--- src/rtl/fp_div_pkg.sv ---
// Shared constants and the stage-1 -> stage-2 register layout for the
// floating-point divider output path.
package fp_div_pkg;

    localparam int FP_BIAS    = 127;
    localparam int FP_EXP_MAX = 255;
    localparam logic [31:0] FP_QNAN = 32'h7FC0_0000;
    localparam int FP_MANT_W  = 23;
    // Internal exponent width; must be at least EXP_W+1 of any instantiating stage.
    localparam int FP_XW      = 16;

    typedef struct packed {
        logic                    sign;
        logic signed [FP_XW-1:0] exp_n;
        logic [FP_MANT_W-1:0]    mant;
        logic                    round_up;
        logic                    inexact;
        logic                    nan;
        logic                    inf;
        logic                    zero;
    } s1_reg_t;

endpackage

--- src/rtl/fp_div_round_pack_round_ne.sv ---
// Round-to-nearest-even decision from the kept LSB, guard bit and sticky bit.
// Shared by the divide, multiply and add output stages.
module fp_round_ne (
    input  logic i_lsb,
    input  logic i_guard,
    input  logic i_sticky,
    output logic o_round_up,
    output logic o_inexact
);

    assign o_round_up = i_guard & (i_sticky | i_lsb);
    assign o_inexact  = i_guard | i_sticky;

endmodule

--- src/rtl/fp_div_round_pack.sv ---
// Divider output stage: normalize and round (stage 1), pack with overflow /
// underflow handling (stage 2), as a two-deep valid/ready pipeline.
module fp_div_round_pack
    import fp_div_pkg::*;
#(
    parameter int EXP_W = 10
) (
    input  logic                    clk,
    input  logic                    rst,
    input  logic                    in_valid,
    output logic                    in_ready,
    input  logic                    in_sign,
    input  logic signed [EXP_W-1:0] in_exp,
    input  logic [25:0]             in_q,
    input  logic                    in_sticky,
    input  logic                    in_nan,
    input  logic                    in_inf,
    input  logic                    in_zero,
    output logic                    out_valid,
    input  logic                    out_ready,
    output logic [31:0]             out_result,
    output logic                    out_overflow,
    output logic                    out_underflow,
    output logic                    out_inexact
);

    localparam logic signed [FP_XW-1:0] EXP_MAX_X = FP_XW'(FP_EXP_MAX);

    logic                    r_s1_valid;
    s1_reg_t                 r_s1;
    logic                    r_o_valid;
    logic [31:0]             r_result;
    logic                    r_ovf;
    logic                    r_unf;
    logic                    r_inx;

    logic                    w_s2_load;
    logic                    w_s1_load;
    logic [FP_MANT_W-1:0]    w_mant;
    logic                    w_guard;
    logic                    w_sticky;
    logic signed [EXP_W:0]   w_exp_n;
    logic                    w_round_up;
    logic                    w_inexact;
    s1_reg_t                 w_s1_next;

    logic signed [FP_XW-1:0] w_exp_s1;
    logic signed [FP_XW-1:0] w_exp_f;
    logic                    w_carry;
    logic [FP_MANT_W-1:0]    w_mant_r;
    logic                    w_unf;
    logic                    w_ovf;
    logic [31:0]             w_result;
    logic                    w_ovf_flag;
    logic                    w_unf_flag;
    logic                    w_inx_flag;

    assign w_s2_load = !r_o_valid || out_ready;
    assign w_s1_load = !r_s1_valid || w_s2_load;
    assign in_ready  = !rst && w_s1_load;

    always_comb begin
        w_mant   = '0;
        w_guard  = 1'b0;
        w_sticky = 1'b0;
        w_exp_n  = '0;
        if (in_q[25]) begin
            w_mant   = in_q[24:2];
            w_guard  = in_q[1];
            w_sticky = in_q[0] | in_sticky;
            w_exp_n  = {in_exp[EXP_W-1], in_exp};
        end else begin
            w_mant   = in_q[23:1];
            w_guard  = in_q[0];
            w_sticky = in_sticky;
            w_exp_n  = {in_exp[EXP_W-1], in_exp} - (EXP_W+1)'(1);
        end
    end

    fp_round_ne u_round (
        .i_lsb      (w_mant[0]),
        .i_guard    (w_guard),
        .i_sticky   (w_sticky),
        .o_round_up (w_round_up),
        .o_inexact  (w_inexact)
    );

    always_comb begin
        w_s1_next          = '0;
        w_s1_next.sign     = in_sign;
        w_s1_next.exp_n    = {{(FP_XW-EXP_W-1){w_exp_n[EXP_W]}}, w_exp_n};
        w_s1_next.mant     = w_mant;
        w_s1_next.round_up = w_round_up;
        w_s1_next.inexact  = w_inexact;
        w_s1_next.nan      = in_nan;
        w_s1_next.inf      = in_inf;
        w_s1_next.zero     = in_zero;
    end

    // A carry out of the hidden bit only happens when the mantissa is all ones,
    // in which case the rounded fraction wraps to zero by itself.
    assign {w_carry, w_mant_r} = {1'b0, r_s1.mant} + {{FP_MANT_W{1'b0}}, r_s1.round_up};
    assign w_exp_s1 = r_s1.exp_n;
    assign w_exp_f  = w_exp_s1 + $signed({{(FP_XW-1){1'b0}}, w_carry});
    assign w_unf    = w_exp_s1[FP_XW-1] || (w_exp_s1 == '0);
    assign w_ovf    = (w_exp_f >= EXP_MAX_X);

    always_comb begin
        w_result   = {r_s1.sign, w_exp_f[7:0], w_mant_r};
        w_ovf_flag = 1'b0;
        w_unf_flag = 1'b0;
        w_inx_flag = r_s1.inexact;
        if (r_s1.nan) begin
            w_result   = FP_QNAN;
            w_inx_flag = 1'b0;
        end else if (r_s1.inf) begin
            w_result   = {r_s1.sign, 8'hFF, 23'h0};
            w_inx_flag = 1'b0;
        end else if (r_s1.zero) begin
            w_result   = {r_s1.sign, 31'h0};
            w_inx_flag = 1'b0;
        end else if (w_unf) begin
            w_result   = {r_s1.sign, 31'h0};
            w_unf_flag = 1'b1;
            w_inx_flag = 1'b1;
        end else if (w_ovf) begin
            w_result   = {r_s1.sign, 8'hFF, 23'h0};
            w_ovf_flag = 1'b1;
            w_inx_flag = 1'b1;
        end
    end

    always_ff @(posedge clk) begin
        if (rst) begin
            r_s1_valid <= 1'b0;
            r_s1       <= '0;
            r_o_valid  <= 1'b0;
            r_result   <= '0;
            r_ovf      <= 1'b0;
            r_unf      <= 1'b0;
            r_inx      <= 1'b0;
        end else begin
            if (w_s2_load) begin
                r_o_valid <= r_s1_valid;
                if (r_s1_valid) begin
                    r_result <= w_result;
                    r_ovf    <= w_ovf_flag;
                    r_unf    <= w_unf_flag;
                    r_inx    <= w_inx_flag;
                end
            end
            if (w_s1_load) begin
                r_s1_valid <= in_valid;
                if (in_valid) begin
                    r_s1 <= w_s1_next;
                end
            end
        end
    end

    assign out_valid     = r_o_valid;
    assign out_result    = r_result;
    assign out_overflow  = r_ovf;
    assign out_underflow = r_unf;
    assign out_inexact   = r_inx;

endmodule

--- config.mk ---
export PLATFORM = sky130hd
export DESIGN_NAME = fp_div_round_pack
export DESIGN_NICKNAME = d
export VERILOG_FILES = /design/src/rtl/fp_div_pkg.sv /design/src/rtl/fp_div_round_pack_round_ne.sv /design/src/rtl/fp_div_round_pack.sv
export SDC_FILE = /design/constraint.sdc
export NUM_CORES = 1
export LEC_CHECK = 0
export BUFFER_PORTS_ARGS = -buffer_cell sky130_fd_sc_hd__buf_2
export CELL_PAD_IN_SITES_DETAIL_PLACEMENT = 0
export CELL_PAD_IN_SITES_GLOBAL_PLACEMENT = 1
export CORE_AREA = 3 3 104 106
export CTS_BUF_LIST = sky130_fd_sc_hd__clkbuf_4 sky130_fd_sc_hd__clkbuf_8
export CTS_CLUSTER_SIZE = 20
export DETAILED_ROUTE_END_ITERATION = 10
export DIE_AREA = 0 0 107 109
export PLACE_DENSITY = 0.82
export SYNTH_ARGS = -nofsm -noshare
export SYNTH_HDL_FRONTEND = slang
export SYNTH_SLANG_ARGS = --single-unit
--- constraint.sdc ---
create_clock -name clk -period 3.1 [get_ports clk]
set_input_delay 0.465 -clock clk [delete_from_list [all_inputs] [get_ports clk]]
set_output_delay 0.465 -clock clk [all_outputs]
set_load 0.01 [all_outputs]
==> summary.md, run 1 <==
| Metric | Value |
|---|---|
| Dpl hpwl | `6.73 mm` |
| Relative slew slack | `57.4%` |
| FMAX | `342 MHz` |
| Worst r2r path cells | `13` |
| CP Cell Sequence | `and4_4 -> nand4_1 -> nor2_2 -> nand2_1 -> nor3_2 -> ha_2 -> ha_4 -> and4_4 -> o2111a_1 -> o22ai_2 -> buf_4 -> or4_1 -> o22ai_1` |
| TritonRoute pass-1 iters | `4` |
| Setup WS pre-CTS | `49.7 ps` |
| Most used DFF post-synth | `dfxtp_1` |
| Hold Path End | `r_s1[1]$_SDFFE_PP0P_` |
| Most frequent cells after synthesis | `dfxtp_1 (77), nor2_1 (62), nand2_1 (51)` |
| Post-synth top area cell | `dfxtp_1` |
| Leak | `1.88 nW` |
| Kind of critical path | `reg -> reg` |
| Crit path from | `r_s1[14]$_SDFFE_PP0P_` |
| Top cell type's share of synthesized area | `40.8%` |
| HP Start | `in_inf` |
| Initial Utilization | `38.3%` |
| Post-layout min period | `2920 ps` |
| Clock root buffer | `clkbuf_8` |
| Largest net degree at the start of global routing | `40` |
| N_diodes | `0` |
| Vias in the first global route | `3060` |
| Max VDD drop | `0.171 mV` |
| Logic gate share of total power | `14.8%` |
| Most area-consuming cells after synthesis | `dfxtp_1 (41%), a211oi_1 (7.7%), xnor2_1 (6.7%)` |
| First DRT Iteration DRCs | `137` |
| DRT Wirelength | `8.96 mm` |
| Slowest-stage cell, CP | `or4_1` |
| Syn Nets | `492` |
| ANT nets after route | `0` |
| Cts bufs inserted | `9` |
| Post-Syn Area | `3780 um^2` |
| CP startpoint kind | `flop` |
| DRC errors left | `0` |
| Total Die Area | `11700 um^2` |
| First-pass GRT wire length | `14.7 mm` |
| Hold Crit Class | `in -> reg` |
| FILL cells | `988` |
| Share of layout cells above drive strength 1 | `28.6%` |
| Most used cell, CP | `and4_4` |
| I/O pins | `82` |
| Least-Margin Pin Slew | `639 ps` |
| Crit-path max FO | `5` |
| Yosys warnings | `0` |
| Die height | `109 um` |
| Reg-to-reg startpoint | `r_s1[14]$_SDFFE_PP0P_` |
| Setup violators final | `0` |
| Synth Area per Inst | `8.55 um^2` |
| Vias per inst | `4.98` |
| Vias | `3325` |
| Data arrival time of the critical path | `3200 ps` |
| Setup WS post-layout | `177 ps` |
| Post-layout util | `47.1%` |
| Status | `finished clean` |
| Worst path max stage delay | `490 ps` |
| Post-synth EDFFs | `0` |
| Tot GR Track Use | `15.8%` |
| R2r setup slk | `180 ps` |
| Synth-to-Final Area Change | `22.9%` |
| GP Congestion | `0.870` |
| Gr ovfl total | `0` |
| Seq cells post-synth | `77` |
| Fin. Hold Viols | `0` |
| Synthesized instance count | `442` |
| TritonCTS clock tree | `done` |
| FP Rows | `36` |
| Clock Sinks | `77` |
| Critical Path Sink Type | `flop` |
| Reg clk slew, reported paths | `80 ps` |
| Die span in x | `107 um` |
| Final Cycle Share | `94.3%` |
| Min-Delay Path Depth | `3` |
| Maxcap violations | `0` |
| Final net count | `580` |
| Library cells used by synthesis | `45` |
| Internal power | `1.61 mW` |
| Seq/Total Area, Yosys | `40.8%` |
| Seq pwr share | `50.2%` |
| CTS H-Tree Depth | `3` |
| Switching power total | `594 uW` |
| Clock network power share | `35.0%` |
| Most instantiated library cell after synthesis | `dfxtp_1` |
| Initial antenna violation count | `0` |
| Sw frac | `27.0%` |
| Clock Path Buffers | `2` |
| Hold Buf Count CTS | `0` |
| Pwr dens | `474 nW/um^2` |
| Ys async rst share | `0%` |
| Final slew viol count | `0` |
| CP required | `3370 ps` |
| Clock latency at the later pin of the worst-skew pair | `350 ps` |
| Port bufs | `81` |
| Worst Skew | `14.6 ps` |
| Wirelength per Cell | `13.4 um` |
| Core box area | `9860 um^2` |
| Critical R2R Capture | `out_result[22]$_SDFFE_PP0P_` |
==> registers in the layout, indices dropped and copies added, names as in the netlist <==
signal	flops
r_s1	29
out_inexact	1
w_exp_s1	11
r_s1_valid	1
out_overflow	1
out_valid	1
out_underflow	1
out_result	32
==> worst max-delay path by stage <==
stage | endpoint | slack (ps) | cells past startpoint
6_report | out_result[22]$_SDFFE_PP0P_ | 180 | 13
5_1_grt | out_result[22]$_SDFFE_PP0P_ | -9 | 13
4_1_cts | out_result[3]$_SDFFE_PP0P_ | 10 | 12
3_5_place_dp | out_result[3]$_SDFFE_PP0P_ | 50 | 12
3_3_place_gp | out_result[22]$_SDFFE_PP0P_ | 140 | 13
2_1_floorplan | out_result[22]$_SDFFE_PP0P_ | 160 | 13
==> metal layers <==
metal | vias to the layer above | share of wire (%) | track usage [%]
li1 | 1738 | - | -
met1 | 1514 | 48 | 21.1
met2 | 65 | 46 | 25.6
met3 | 8 | 4.5 | 3.14
met4 | 0 | 1.1 | 5.57
met5 | - | 0 | 0
==> layout make-up <==
| cell class | instances | area (um^2) | share of cell area (%) |
|---|---|---|---|
| Multi-Input combinational cell | 328 | 2110 | 45.5 |
| Sequential cell | 77 | 1550 | 33.3 |
| Timing Repair Buffer | 102 | 576 | 12.4 |
| Tap cell | 133 | 166 | 3.58 |
| Clock buffer | 12 | 153 | 3.28 |
| Clock inverter | 4 | 47.5 | 1.02 |
| Inverter | 12 | 45.0 | 0.969 |
==> logic make-up after synthesis <==
| logic type | count (synthesis) | synth area share, % |
|---|---|---|
| AOI/OAI and AO/OA | 86 | 16.8 |
| xor gates and xnor gates | 35 | 8.11 |
| adders and majority gates | 5 | 1.65 |
| buffers and inverters | 37 | 4.20 |
| DFF | 77 | 40.8 |
| muxes | 24 | 6.35 |
| and+or+nand+nor | 178 | 22.1 |
==> power by group through the flow <==
stage / clock network [mW] / registers (mW) / logic [mW]
6_report: 0.770 / 1.11 / 0.327
5_1_grt: 0.833 / 1.11 / 0.367
3_3_place_gp: 0 / 1.13 / 0.318
2_1_floorplan: 0 / 1.13 / 0.195
4_1_cts: 0.786 / 1.10 / 0.323
3_5_place_dp: 0 / 1.13 / 0.322
==> placed cells by master, fill, tap and decap left out, types with 2 or more instances in the layout <==
master / instances
nand2b_1: 2
a21oi_1: 11
nand4_1: 6
buf_4: 20
nor3b_1: 2
nor4_1: 8
and3_1: 3
clkinv_2: 2
inv_1: 12
nor3_1: 17
xnor2_1: 29
a31oi_1: 2
clkbuf_8: 10
ha_1: 3
xor2_1: 6
nand3_1: 8
dfxtp_1: 73
nor2_1: 61
nor2b_1: 3
or3_1: 2
o21ai_0: 4
buf_2: 81
and4_1: 3
dfxtp_2: 4
clkbuf_4: 2
a211oi_1: 39
mux2i_1: 24
o21ai_2: 20
nand2_1: 51
and4_4: 2
==> worst max-delay path: cells and delay by family, from the launching register on <==
kind | cells | cell delay [ps]
fa+ha+maj | 2 | 390
buf+inv | 1 | 170
simple gates | 7 | 1510
flops | 1 | 340
compound gates | 3 | 430
==> per-stage QoR <==
stage | hold slack [ps] | TNS, ps | std cells | instance area (um^2) | power, mW
4_1_cts | 338 | 0 | 663 | 4570 | 2.21
3_3_place_gp | 431 | 0 | 647 | 4370 | 1.44
5_1_grt | 337 | -9.47 | 668 | 4650 | 2.32
6_report | 345 | 0 | 668 | 4650 | 2.20
3_5_place_dp | 436 | 0 | 647 | 4370 | 1.45
2_1_floorplan | 436 | 0 | 442 | 3780 | 1.32
==> what timing repair did <==
action,in CTS,in global routing
gates resized for setup,0,12
endpoints found under the setup margin,0,31
buffers inserted,0,5
Power figures use the tool's default switching activity.
==> run 2, diff against run 1 <==
--- a/config.mk
+++ b/config.mk
@@ -8,12 +8,12 @@
 export BUFFER_PORTS_ARGS = -buffer_cell sky130_fd_sc_hd__buf_2
 export CELL_PAD_IN_SITES_DETAIL_PLACEMENT = 0
 export CELL_PAD_IN_SITES_GLOBAL_PLACEMENT = 1
-export CORE_AREA = 3 3 104 106
-export CTS_BUF_LIST = sky130_fd_sc_hd__clkbuf_4 sky130_fd_sc_hd__clkbuf_8
+export CORE_AREA = 3 3 107 109
+export CTS_BUF_LIST = sky130_fd_sc_hd__clkbuf_4 sky130_fd_sc_hd__clkbuf_8 sky130_fd_sc_hd__clkbuf_16
 export CTS_CLUSTER_SIZE = 20
 export DETAILED_ROUTE_END_ITERATION = 10
-export DIE_AREA = 0 0 107 109
-export PLACE_DENSITY = 0.82
+export DIE_AREA = 0 0 110 112
+export PLACE_DENSITY = 0.78
 export SYNTH_ARGS = -nofsm -noshare
 export SYNTH_HDL_FRONTEND = slang
 export SYNTH_SLANG_ARGS = --single-unit
==> run 2 against run 1 <==
  * Wire length increased by 9.0%
  * Design area is 0.32% higher
  * Clock skew down 4.4 ps
  * Clock power up 15%
  * Via count increased by 1.1%
  * Power is 5.4% higher
  * Die area is 5.6% higher
  * Largest cell class unchanged
  * Largest power group unchanged
  * Highest routed layer unchanged
==> summary.md, run 2 (same netlist as run 1, synthesis figures left out) <==
| Metric | Value |
|---|---|
| First DRT Iteration DRCs | `138` |
| Kind of critical path | `reg -> reg` |
| Switching power total | `610 uW` |
| Worst path max stage delay | `520 ps` |
| Initial Utilization | `35.3%` |
| Fin. Hold Viols | `0` |
| Least-Margin Pin Slew | `866 ps` |
| Vias in the first global route | `3238` |
| Die height | `112 um` |
| Status | `finished clean` |
| Cts bufs inserted | `9` |
| Clock Path Buffers | `2` |
| Post-layout min period | `2920 ps` |
| Data arrival time of the critical path | `3200 ps` |
| Port bufs | `81` |
| Slowest-stage cell, CP | `or4_1` |
| Hold Buf Count CTS | `0` |
| Logic gate share of total power | `14.0%` |
| Clock Sinks | `77` |
| GP Congestion | `0.798` |
| Total power | `2.32 mW` |
| I/O pins | `82` |
| First-pass GRT wire length | `15.8 mm` |
| Hold Crit Class | `in -> reg` |
| Share of layout cells above drive strength 1 | `27.2%` |
| Dpl hpwl | `7.01 mm` |
| Initial antenna violation count | `0` |
| RSZ-0062 raised after global routing | `false` |
| Pwr dens | `498 nW/um^2` |
| Final setup TNS | `0 ps` |
| Vias | `3363` |
| Largest net degree at the start of global routing | `47` |
| DRT Wirelength | `9.76 mm` |
| Most common cell after layout, fill and taps aside | `buf_2` |
| TritonCTS clock tree | `done` |
| Die span in x | `110 um` |
| Worst Skew | `10.2 ps` |
| Core box area | `10700 um^2` |
| DRC errors left | `0` |
| CP required | `3380 ps` |
| Final slew viol count | `0` |
| Tot GR Track Use | `16.3%` |
| FMAX | `342 MHz` |
| Synth-to-Final Area Change | `23.3%` |
| Sw frac | `26.3%` |
| Setup violators final | `0` |
| CTS H-Tree Depth | `3` |
| ANT nets after route | `0` |
| Max VDD drop | `0.194 mV` |
| Leak | `1.87 nW` |
| Gr ovfl total | `0` |
| Most frequent cells in the layout | `buf_2 (81), dfxtp_1 (75), nor2_1 (61)` |
| Maxcap violations | `0` |
| Internal power | `1.71 mW` |
| Wirelength per Cell | `14.6 um` |
| Clock latency at the later pin of the worst-skew pair | `360 ps` |
| Final Cycle Share | `94.2%` |
| Relative slew slack | `42.3%` |
| N_diodes | `0` |
| Final net count | `576` |
| CP Cell Sequence | `and4_1 -> nand4_1 -> nor2_2 -> nand2_1 -> nor3_1 -> ha_2 -> ha_2 -> and4_4 -> o2111a_1 -> o22ai_4 -> or4_1 -> o22ai_1` |
| FP Rows | `38` |
| Max reg flops | `32` |
| Reg clk slew, reported paths | `80 ps` |
| Clock network power share | `38.2%` |
| Total Die Area | `12300 um^2` |
| Clock root buffer | `clkbuf_8` |
| Critical Path Sink Type | `flop` |
| TritonRoute pass-1 iters | `4` |
| Vias per inst | `5.02` |
| CP startpoint kind | `flop` |
| Most used cell, CP | `ha_2` |
| Crit-path max FO | `6` |
| Seq pwr share | `47.8%` |
run 2: final timing paths:
path	start	endpoint	slack [ps]	cells after the start
setup / recovery	r_s1[14]$_SDFFE_PP0P_	out_result[22]$_SDFFE_PP0P_	180	12
hold / removal	in_valid	r_s1_valid$_SDFFE_PP0N_	340	3
hold reg to reg	out_result[15]$_SDFFE_PP0P_	out_result[15]$_SDFFE_PP0P_	450	2
setup reg to reg	r_s1[14]$_SDFFE_PP0P_	out_result[22]$_SDFFE_PP0P_	180	12
run 2: cell type report:
class | instances | area, um^2
tap | 140 | 175
clock buffer | 12 | 165
sequential | 77 | 1540
clock inverter | 3 | 67.6
fill | 1110 | 6040
multi-input combinational | 330 | 2130
timing repair buffer | 96 | 531
inverter | 12 | 45.0
run 2: metal layers:
metal / vias up / GRT usage [%] / routed length, um
li1: 1731 / - / -
met1: 1553 / 21.1 / 4440
met2: 66 / 26.8 / 4650
met3: 13 / 3.13 / 502
met4: 0 / 5.90 / 168
met5: - / 0 / 0
run 2: critical path: cells and delay by family (launching register included):
kind	cells	cell delay, ps
AO/OA/AOI/OAI	3	490
flip-flops	1	330
AND/OR/NAND/NOR	7	1580
adder cells (fa/ha/maj)	2	450
run 2: repair_timing:
item                       in CTS  in global routing
cloned                          1                  1
gates resized for setup         3                  8
pin swaps                       1                  4
setup buffers                   0                  2
setup endpoints to repair      28                 32
run 2: through the flow:
stage / cells / instance area [um^2] / worst slack [ps] / hold slack (ps) / utilization (%)
5_1_grt: 670 / 4660 / 17.9 / 349 / 43.6
3_3_place_gp: 651 / 4360 / 100 / 435 / 40.7
6_report: 670 / 4660 / 178 / 342 / 43.6
4_1_cts: 667 / 4620 / 69.5 / 332 / 43.2
3_5_place_dp: 651 / 4360 / -91.3 / 440 / 40.7
2_1_floorplan: 442 / 3780 / 160 / 436 / -
run 2: power by group through the flow:
| stage | Combinational, mW | Clock (mW) | Sequential, mW |
|---|---|---|---|
| global placement | 0.313 | 0 | 1.13 |
| floorplan | 0.195 | 0 | 1.13 |
| global route | 0.363 | 0.939 | 1.12 |
| finish | 0.324 | 0.887 | 1.11 |
| CTS | 0.323 | 0.896 | 1.11 |
| detailed placement | 0.317 | 0 | 1.13 |
==> run 3, diff against run 2 <==
--- a/config.mk
+++ b/config.mk
@@ -8,11 +8,11 @@
 export BUFFER_PORTS_ARGS = -buffer_cell sky130_fd_sc_hd__buf_2
 export CELL_PAD_IN_SITES_DETAIL_PLACEMENT = 0
 export CELL_PAD_IN_SITES_GLOBAL_PLACEMENT = 1
-export CORE_AREA = 3 3 107 109
+export CORE_AREA = 5 5 109 111
 export CTS_BUF_LIST = sky130_fd_sc_hd__clkbuf_4 sky130_fd_sc_hd__clkbuf_8 sky130_fd_sc_hd__clkbuf_16
 export CTS_CLUSTER_SIZE = 20
 export DETAILED_ROUTE_END_ITERATION = 10
-export DIE_AREA = 0 0 110 112
+export DIE_AREA = 0 0 114 116
 export PLACE_DENSITY = 0.78
 export SYNTH_ARGS = -nofsm -noshare
 export SYNTH_HDL_FRONTEND = slang
==> run 3 against run 2 <==
  * Via count grew 1.0%
  * Fmax rose by 1.5%
  * Setup slack improved by 43 ps
  * First-iteration DRC count down 20%
  * Clock power decreased by 13%
  * Count of clock-buffer cells in the layout did not move
  * Core utilization is 0.15 points higher
  * Sequential cell count stayed put
  * Die area up 7.3%
  * Wire length rose by 3.5%
  * Critical path depth stayed put
  * Hold slack improved by 8.6 ps
  * Highest routed layer unchanged
==> summary.md, run 3 (same netlist as run 1, synthesis figures left out) <==
| Metric | Value |
|---|---|
| Status | `finished clean` |
| Most common cell after layout, fill and taps aside | `buf_2` |
| Data arrival time of the critical path | `3160 ps` |
| TritonRoute pass-1 iters | `4` |
| Setup WS post-layout | `222 ps` |
| Initial antenna violation count | `0` |
| Final net count | `581` |
| Share of layout cells above drive strength 1 | `28.9%` |
| First-pass GRT wire length | `16.0 mm` |
| Largest net degree at the start of global routing | `47` |
| Setup WS pre-CTS | `-53.5 ps` |
| Total Die Area | `13200 um^2` |
| ANT nets after route | `0` |
| Leak | `1.89 nW` |
| Vias per inst | `5.03` |
| Final setup TNS | `0 ps` |
| Hold Crit Class | `in -> reg` |
| Initial Utilization | `35.3%` |
| Kind of critical path | `reg -> reg` |
| Clock root buffer | `clkbuf_8` |
| Final Cycle Share | `92.8%` |
| CP startpoint kind | `flop` |
| Post-layout min period | `2880 ps` |
| Maxcap violations | `0` |
| Max VDD drop | `0.192 mV` |
| WHS | `350 ps` |
| Tot GR Track Use | `15.2%` |
| Synth-to-Final Area Change | `23.7%` |
| First DRT Iteration DRCs | `110` |
| Placed insts | `655` |
| N_diodes | `0` |
| Die span in x | `114 um` |
| Clock latency at the later pin of the worst-skew pair | `350 ps` |
| Die height | `116 um` |
| Clock Path Buffers | `2` |
| Gr ovfl total | `0` |
| Relative slew slack | `47.7%` |
| Final cell count without fillers | `676` |
| Setup violators final | `0` |
| Critical Path Sink Type | `flop` |
| Fin. Hold Viols | `0` |
| Clock Sinks | `77` |
| Reg clk slew, reported paths | `80 ps` |
| Vias in the first global route | `3320` |
| FILL cells | `1066` |
| CTS H-Tree Depth | `3` |
| Most frequent cells in the layout | `buf_2 (81), dfxtp_1 (75), nor2_1 (61)` |
| Cts bufs inserted | `9` |
| Final slew viol count | `0` |
| Wirelength per Cell | `14.9 um` |
| Core box area | `10700 um^2` |
| Least-Margin Pin Slew | `773 ps` |
| FMAX | `347 MHz` |
| Final Cell Area | `4680 um^2` |
| I/O pins | `82` |
| Area post-placement | `4390 um^2` |
| Dpl hpwl | `7.36 mm` |
| Crit-path max FO | `11` |
| Vias | `3397` |
| Post-layout util | `43.7%` |
| TritonCTS clock tree | `done` |
| Worst Skew | `9.63 ps` |
| Port bufs | `81` |
| DRT Wirelength | `10.1 mm` |
| CP required | `3380 ps` |
| DRC errors left | `0` |
| GP Congestion | `0.783` |
| Pwr dens | `473 nW/um^2` |
| FP Rows | `38` |
| Max reg flops | `32` |
| Total power | `2.21 mW` |
| Hold Buf Count CTS | `0` |
==> run 3: cell types whose count changed in the layout (fill, tap and decap cells not counted), moves of 2 or more <==
cell and change:
buf_4 +5, and4_1 -2, and4_4 +2, clkbuf_8 -2
clkinv_2 +2, clkbuf_4 +2
==> run 3: timing repair <==
action,CTS,global route
endpoints found under the setup margin,8,33
gates cloned,0,2
pin swaps,1,7
gates resized for setup,1,16
setup buffers,0,3
==> run 3: critical path, stage by stage (launching register included) <==
cell and delay [ps]:
dfxtp_2 360, and4_4 250, nand4_1 150, nor2_2 150, nand2_1 80, nor3_2 120, ha_2 230, ha_1 200
and4_4 270, o2111a_1 230, o22ai_4 130, or3_4 480, o21ai_2 160
==> run 3: power by group <==
group / switching (mW) / total, mW / internal [mW]
clock network: 0.363 / 0.773 / 0.410
registers: 0.0552 / 1.11 / 1.05
logic: 0.186 / 0.334 / 0.148
total: 0.604 / 2.21 / 1.61
==> run 3: worst paths after layout <==
check | start | slack [ps] | endpoint | cells past startpoint
setup / recovery | r_s1[13]$_SDFFE_PP0P_ | 220 | out_result[6]$_SDFFE_PP0P_ | 12
hold / removal | in_sign | 350 | r_s1[44]$_SDFFE_PP0P_ | 3
setup reg to reg | r_s1[13]$_SDFFE_PP0P_ | 220 | out_result[6]$_SDFFE_PP0P_ | 12
hold reg to reg | out_result[13]$_SDFFE_PP0P_ | 450 | out_result[13]$_SDFFE_PP0P_ | 2
==> run 3: cell type report <==
cell class	instances	area (um^2)	area share (%)
clock buffer	12	153	3.26
multi-input combinational	330	2150	45.9
clock inverter	4	47.5	1.02
tap	140	175	3.74
sequential	77	1540	33.0
timing repair buffer	101	568	12.1
inverter	12	45.0	0.963
==> run 3: per-layer routing <==
layer,global-route usage (%),share of wire (%),vias up
met2,26.0,50,64
li1,-,-,1755
met1,19.2,45,1567
met4,5.30,1.2,0
met3,2.92,3.6,11
met5,0,0,-
